--- config.mk ---
export PLATFORM = sky130hd
export DESIGN_NAME = rail_sequencer
export DESIGN_NICKNAME = d
export VERILOG_FILES = /design/src/rtl/rail_sequencer.sv
export SDC_FILE = /design/constraint.sdc
export NUM_CORES = 1
export LEC_CHECK = 0
export ABC_AREA = 1
export CAP_MARGIN = 20
export CORE_MARGIN = 4
export CORE_UTILIZATION = 55
export CTS_BUF_LIST = sky130_fd_sc_hd__clkbuf_4 sky130_fd_sc_hd__clkbuf_8
export DETAILED_ROUTE_END_ITERATION = 10
export GPL_ROUTABILITY_DRIVEN = 1
export MAX_ROUTING_LAYER = met4
export PLACE_DENSITY = 0.83
export SYNTH_ARGS = -nofsm -noshare
export SYNTH_HDL_FRONTEND = slang
export SYNTH_SLANG_ARGS = --single-unit
--- constraint.sdc ---
create_clock -name clk -period 2.06 [get_ports clk]
set_input_delay 0.206 -clock clk [delete_from_list [all_inputs] [get_ports clk]]
set_output_delay 0.206 -clock clk [all_outputs]
set_load 0.1 [all_outputs]
--- src/rtl/rail_sequencer.sv ---
// Power-rail sequencer: brings up the 1 V, 2 V and 3 V rails in order with power-good checks,
// sheds the 3 V rail in low-power mode and powers down in reverse order on request or low battery.
module rail_sequencer #(
   parameter int T_STEP = 100_000_000,
   parameter int CNT_W  = 28
) (
   input  logic       clk,
   input  logic       reset,
   input  logic       on,
   input  logic       LB,
   input  logic       LP,
   input  logic       pg_1v,
   input  logic       pg_2v,
   input  logic       pg_3v,
   output logic       en_1v,
   output logic       en_2v,
   output logic       en_3v,
   output logic       ready,
   output logic       power_led,
   output logic       battery_led,
   output logic [1:0] fault_code,
   output logic [3:0] c_state
);

   typedef enum logic [3:0] {
      S_OFF    = 4'd0,
      S_UP1    = 4'd1,
      S_UP2    = 4'd2,
      S_UP3    = 4'd3,
      S_READY  = 4'd4,
      S_LOWPWR = 4'd5,
      S_DOWN3  = 4'd6,
      S_DOWN2  = 4'd7,
      S_DOWN1  = 4'd8,
      S_FAULT  = 4'd9
   } state_t;

   localparam logic [CNT_W-1:0] RELOAD = CNT_W'(T_STEP - 1);

   state_t           state_q, state_d;
   logic [CNT_W-1:0] timer_q, timer_d;
   logic [1:0]       fault_q, fault_d;
   logic             batt_q, batt_d;

   logic             expired;
   logic             abort;
   logic [1:0]       pg_fail;

   function automatic logic is_timed(input state_t s);
      return (s inside {S_UP1, S_UP2, S_UP3, S_DOWN3, S_DOWN2, S_DOWN1});
   endfunction

   // Lowest-index failing rail wins; 00 when all rails are good.
   function automatic logic [1:0] first_fail(input logic p1, input logic p2, input logic p3);
      if (!p1)      return 2'd1;
      else if (!p2) return 2'd2;
      else if (!p3) return 2'd3;
      else          return 2'd0;
   endfunction

   assign expired = (timer_q == '0);
   assign abort   = ~on | LB;
   assign pg_fail = first_fail(pg_1v, pg_2v, pg_3v);

   always_ff @(posedge clk) begin
      if (!reset) begin
         state_q <= S_OFF;
         timer_q <= '0;
         fault_q <= 2'd0;
         batt_q  <= 1'b0;
      end else begin
         state_q <= state_d;
         timer_q <= timer_d;
         fault_q <= fault_d;
         batt_q  <= batt_d;
      end
   end

   always_comb begin
      state_d = state_q;
      fault_d = fault_q;
      batt_d  = batt_q;
      case (state_q)
         S_OFF: begin
            if (on) begin
               if (!LB) begin
                  state_d = S_UP1;
                  fault_d = 2'd0;
                  batt_d  = 1'b0;
               end else begin
                  batt_d  = 1'b1;
               end
            end
         end
         S_UP1: begin
            if (abort) begin
               state_d = S_DOWN1;
               batt_d  = LB;
            end else if (expired) begin
               if (pg_1v) begin
                  state_d = S_UP2;
               end else begin
                  state_d = S_FAULT;
                  fault_d = 2'd1;
               end
            end
         end
         S_UP2: begin
            if (abort) begin
               state_d = S_DOWN2;
               batt_d  = LB;
            end else if (expired) begin
               if (pg_2v) begin
                  state_d = S_UP3;
               end else begin
                  state_d = S_FAULT;
                  fault_d = 2'd2;
               end
            end
         end
         S_UP3: begin
            if (abort) begin
               state_d = S_DOWN3;
               batt_d  = LB;
            end else if (expired) begin
               if (pg_3v) begin
                  state_d = S_READY;
               end else begin
                  state_d = S_FAULT;
                  fault_d = 2'd3;
               end
            end
         end
         S_READY: begin
            if (pg_fail != 2'd0) begin
               state_d = S_FAULT;
               fault_d = pg_fail;
            end else if (abort) begin
               state_d = S_DOWN3;
               batt_d  = LB;
            end else if (LP) begin
               state_d = S_LOWPWR;
            end
         end
         // The 3 V rail is off here, so only rails 1 and 2 can raise a fault.
         S_LOWPWR: begin
            if (!pg_1v) begin
               state_d = S_FAULT;
               fault_d = 2'd1;
            end else if (!pg_2v) begin
               state_d = S_FAULT;
               fault_d = 2'd2;
            end else if (abort) begin
               state_d = S_DOWN2;
               batt_d  = LB;
            end else if (!LP) begin
               state_d = S_UP3;
            end
         end
         S_DOWN3: if (expired) state_d = S_DOWN2;
         S_DOWN2: if (expired) state_d = S_DOWN1;
         S_DOWN1: if (expired) state_d = S_OFF;
         S_FAULT: if (!on) state_d = S_OFF;
         default: state_d = S_OFF;
      endcase
   end

   // A timed state is only left on expiry or abort, so staying implies a nonzero timer.
   always_comb begin
      timer_d = '0;
      if (is_timed(state_d)) begin
         if (state_d != state_q) timer_d = RELOAD;
         else                    timer_d = timer_q - CNT_W'(1);
      end
   end

   always_comb begin
      en_1v = 1'b0;
      en_2v = 1'b0;
      en_3v = 1'b0;
      case (state_q)
         S_UP1, S_DOWN2: begin
            en_1v = 1'b1;
         end
         S_UP2, S_LOWPWR, S_DOWN3: begin
            en_1v = 1'b1;
            en_2v = 1'b1;
         end
         S_UP3, S_READY: begin
            en_1v = 1'b1;
            en_2v = 1'b1;
            en_3v = 1'b1;
         end
         default: begin
         end
      endcase
   end

   assign ready       = (state_q == S_READY);
   assign power_led   = en_1v | en_2v | en_3v;
   assign battery_led = batt_q;
   assign fault_code  = fault_q;
   assign c_state     = state_q;

endmodule

==> impl_results.md, run 1 <==
- Mapped Cells: 437
- CTS root buf: clkbuf_8
- Simple-gate share of the synthesized area: 46.8%
- Stopping stage: global routing
- Error msg: [ERROR DPL-0038] Utilization greater than 100%, impossible to legalize
- Yosys top cell by area: dfxtp_1
- Initial core utilization: 58.3%
- Mux contribution to synthesized area: 0%
- Port bufs: 19
- Ports: 20
- Post-GRT worst EP: timer_q[16]$_SDFF_PN0_/D
- Post-DP Area: 3980 um2
- Syn_nets: 447
- CTS Sinks: 35
- HPWL after DPL: 6790 um
- # placed instances: 624
- Mapped Area: 2850 um2
- Clock Path Buffers: 2
- Largest cells by area after synthesis: dfxtp_1 25%, nand2_1 11%, inv_1 9.5%
- XOR/XNOR Fraction of Synth Area: 7.69%
- Register bit count reported by yosys: 35
- Adder-cell share of the synthesized area: 0.879%
- WEP type: sequential cell input
- Hold buffers post-CTS: 0
- FP Rows: 25
- Mean area per synthesized cell: 6.51 um2
- Htree depth: 2
- CTS buffer count: 5
- Warnings, synthesis: 0
- Synth top area share: 24.6%
- Die height: 79.9 um
- Largest net degree at the start of global routing: 12
- Sequential share of the synthesized area: 24.6%
- Die Wd: 79.9 um
- Synth Area in Compound Gates: 5.71%
- Status: stopped before the end
- Distinct cells, synth: 38
- RePlAce Congestion: 1.03
- Largest family of logic cells by synthesized area: simple AND/OR/NAND/NOR gates
[repair_timing]
item,CTS
pin swaps,39
cloned,6
endpoints found under the setup margin,28
setup buffers,22
resized for setup,71
[synth_stat cells]
| cell | n |
|---|---|
| inv_2 | 11 |
| dfxtp_1 | 35 |
| nor4_1 | 1 |
| a21oi_2 | 1 |
| clkinv_1 | 1 |
| o311ai_0 | 1 |
| o2111a_1 | 1 |
| nand3_1 | 39 |
| clkinv_2 | 1 |
| nand2_2 | 17 |
| xor2_1 | 21 |
| buf_4 | 1 |
| buf_12 | 1 |
| inv_4 | 1 |
| nand2_8 | 1 |
| o21ai_0 | 7 |
| nor3_1 | 6 |
| nand2_4 | 3 |
| buf_8 | 1 |
| nor2_1 | 54 |
| nor2_8 | 3 |
| o21ai_1 | 4 |
| xnor2_1 | 4 |
| buf_6 | 2 |
| nand2_1 | 85 |
| a21oi_1 | 10 |
| nand4_1 | 4 |
| nor2_4 | 7 |
| a221oi_1 | 1 |
| a211oi_1 | 1 |
| ha_1 | 2 |
| inv_1 | 72 |
| nor3_2 | 1 |
| nor2_2 | 20 |
| buf_2 | 3 |
| nand3_2 | 12 |
| o22ai_1 | 1 |
| a31oi_1 | 1 |
[metrics by stage]
step	hold WS, ns	setup TNS [ns]	util, %	worst slack, ns
after detailed placement	0.453	-21.43	81.5	-0.831
after CTS	0.467	-7.68	95.0	-0.282
after floorplan	0.344	-10.82	-	-0.434
after global placement	0.442	-17.56	81.5	-0.679
[logic make-up after synthesis]
family / Yosys count
AOI/OAI and AO/OA: 28
xor gates and xnor gates: 25
adders and majority gates: 2
buffers and inverters: 94
DFF: 35
and+or+nand+nor: 253
==> run 2, diff against run 1 <==
CORE_UTILIZATION = 40   (was 55)
CTS_BUF_LIST = not set   (was sky130_fd_sc_hd__clkbuf_4 sky130_fd_sc_hd__clkbuf_8)
MAX_ROUTING_LAYER = not set   (was met4)
PLACE_DENSITY = not set   (was 0.83)
PLACE_DENSITY_LB_ADDON = 0.15   (was not set)
clock period = 2.7 ns   (was 2.06 ns; I/O delays follow)
==> run 2 against run 1 <==
Effect of this change:
- the run now ends clean
- synthesized area unchanged
- synthesized cell count is the same
==> impl_results.md, run 2 <==
- DR vias/cell: 4.66
- Register bit count reported by yosys: 35 (unchanged)
- Die footprint: 8530 um2
- CTS tree: built
- CTS Sinks: 35 (unchanged)
- Reg with most FFs: timer_q
- Synth cell count leaders: 85 x nand2_1, 72 x inv_1, 54 x nor2_1
- Synth top area share: 24.6% (unchanged)
- Clock Path Buffers: 2 (unchanged)
- Initial antenna violation count: 0
- Reg area: 708 um2
- Tmin final: 2.31 ns
- Number of setup violations in the final report: 0
- Top-count cell post-synth: nand2_1
- Crit path kind: reg -> reg
- Ports: 20 (unchanged)
- Clock latency at the later pin of the worst-skew pair: 0.28 ns
- Number of global-route vias before repair: 2457
- M2 GR Usage: 25.5%
- Commonest non-fill, non-tap cells in the layout: 85 x nand2_1, 72 x inv_1, 54 x nor2_1
- # fillers: 738
- Sequential share of the synthesized area: 24.6% (unchanged)
- WP data arrival: 2.53 ns
- Drt pass-1 iters: 4
- Area of the multi-input gates: 1740 um2
- Max reg flops: 28
- Distinct cells, synth: 38 (unchanged)
- Final setup TNS: 0 ns
- Max-slew violations: 0
- First-pass GRT wire length: 11400 um
- CORE AREA: 6870 um2
- Final antenna diode count: 0
- Clock-pin transition on the worst setup and hold timing paths: 0.08 ns
- Hold buffers post-CTS: 0 (unchanged)
- GR Layer Usage met1: 23.2%
- Post_cts resized: 0 (-100%)
- Routing usage on met3: 3.25%
- Mapped Area: 2850 um2 (unchanged)
- # placed instances: 551 (-12%)
- RSZ-0062 raised after global routing: false
- Hold Crit Class: reg -> reg
- Finished Layout Cells: 560
- Final WL: 6610 um
- HPWL after DPL: 5280 um (-22%)
- Status: finished, final reports clean
- Share of cells above drive strength 1: 23.5%
- Mean area per synthesized cell: 6.51 um2 (unchanged)
- Via Count: 2612
- Final worst-path cycle share: 85.6%
- FP Rows: 30 (+20%)
- GRT overflow: 0
- Syn_nets: 447 (unchanged)
- Main synth FF type: dfxtp_1
- Max-Cap Viols: 0
- Overall global routing resource usage: 16.4%
- Slew margin rel.: 62.2%
- Yosys top cell by area: dfxtp_1
- Mapped Cells: 437 (unchanged)
- CTS root buf: clkbuf_8
- Warnings, synthesis: 0 (unchanged)
- Critical Path RT: 2.92 ns
- DR iter-0 viols: 172
- Largest net degree at the start of global routing: 20
- Util after Layout: 47.1%
- Initial core utilization: 41.4% (-17 points)
- Port bufs: 19 (unchanged)
- GR peak layer: met2
- Most common cell after layout, fill and taps aside: nand2_1
- EDFF count, synth: 0 (unchanged)
- Worst-Margin Slew: 0.563 ns
- Worst setup SP type: flop
- CTS buffer count: 5 (unchanged)
- Crit path max fanout: 9
- RePlAce Congestion: 0.928 (-10%)
- WL/cell: 11.8 um
- Synth async-reset ratio: 0% (unchanged)
- Die height: 92.4 um (+16%)
- Skew final: 0.00921 ns
- Remaining DRCs: 0
- Crit. End Element: flop
- Nets: 473
- Area growth syn-to-layout: 13.6%
- Fin. Hold Viols: 0
- Die Wd: 92.4 um (+16%)
- Htree depth: 2 (unchanged)
- ANT nets after route: 0
- Largest cells by area after synthesis: dfxtp_1 25%, nand2_1 11%, inv_1 9.5%
- F_max: 433 MHz
-- run 2: cell families after synthesis --
kind of cell	share of synthesized area (%)
fa+ha+maj	0.879
compound gates	5.71
buf+inv	14.3
simple gates	46.8
xor+xnor	7.69
flops	24.6
-- run 2: final cells by class --
class                      instances  share of cell area (%)
clock buffer                       7                    2.67
clock inverter                     1                   0.271
inverter                          86                    10.1
multi-input combinational        308                    53.8
sequential                        35                    21.9
tap                               96                    3.71
timing repair buffer              27                    7.58
-- run 2: repair_timing --
item | in CTS | in global routing
setup buffers | 0 | 1
hold endpoints to repair | 0 | 0
endpoints found under the setup margin | 0 | 19
-- run 2: metrics by stage --
stage / instance area [um2] / worst slack [ns] / hold slack [ns]
after floorplan: 2850 / 0.0778 / 0.408
after global placement: 3120 / 0.202 / 0.442
after detailed placement: 3120 / 0.207 / 0.440
after CTS: 3210 / 0.280 / 0.451
after global routing: 3230 / 0.000615 / 0.479
final: 3230 / 0.388 / 0.448
-- run 2: metal layers --
metal	wire, um	vias up
li1	-	1399
met5	0	-
met2	2990	38
met1	3280	1167
met3	283	8
met4	62	0
-- run 2: worst max-delay path, cell delays in order (launching register included) --
cell and delay (ns):
dfxtp_1 0.32, inv_1 0.09, ha_1 0.18, nand2_1 0.08, nor2_1 0.10, nand2_1 0.08, nor2_1 0.18, nand2_2 0.11
a21oi_1 0.15, nand3_1 0.12, nor2_2 0.19, nand2_1 0.07, nand2_1 0.06, nand2_1 0.05, nor2_2 0.11, buf_4 0.18
nand2_8 0.10, nor2_2 0.08
-- run 2: path summary, 6_finish.rpt --
check                    from     endpoint  slack (ns)  depth (start not counted)
hold / removal    battery_led  battery_led        0.45                          2
setup / recovery   timer_q[0]  timer_q[11]        0.39                         17
setup reg to reg   timer_q[0]  timer_q[11]        0.39                         17
hold reg to reg   battery_led  battery_led        0.45                          2
Power of run 2 is not shown: default switching activity piles up to over one toggle a cycle in this logic, so the estimate is an artifact.
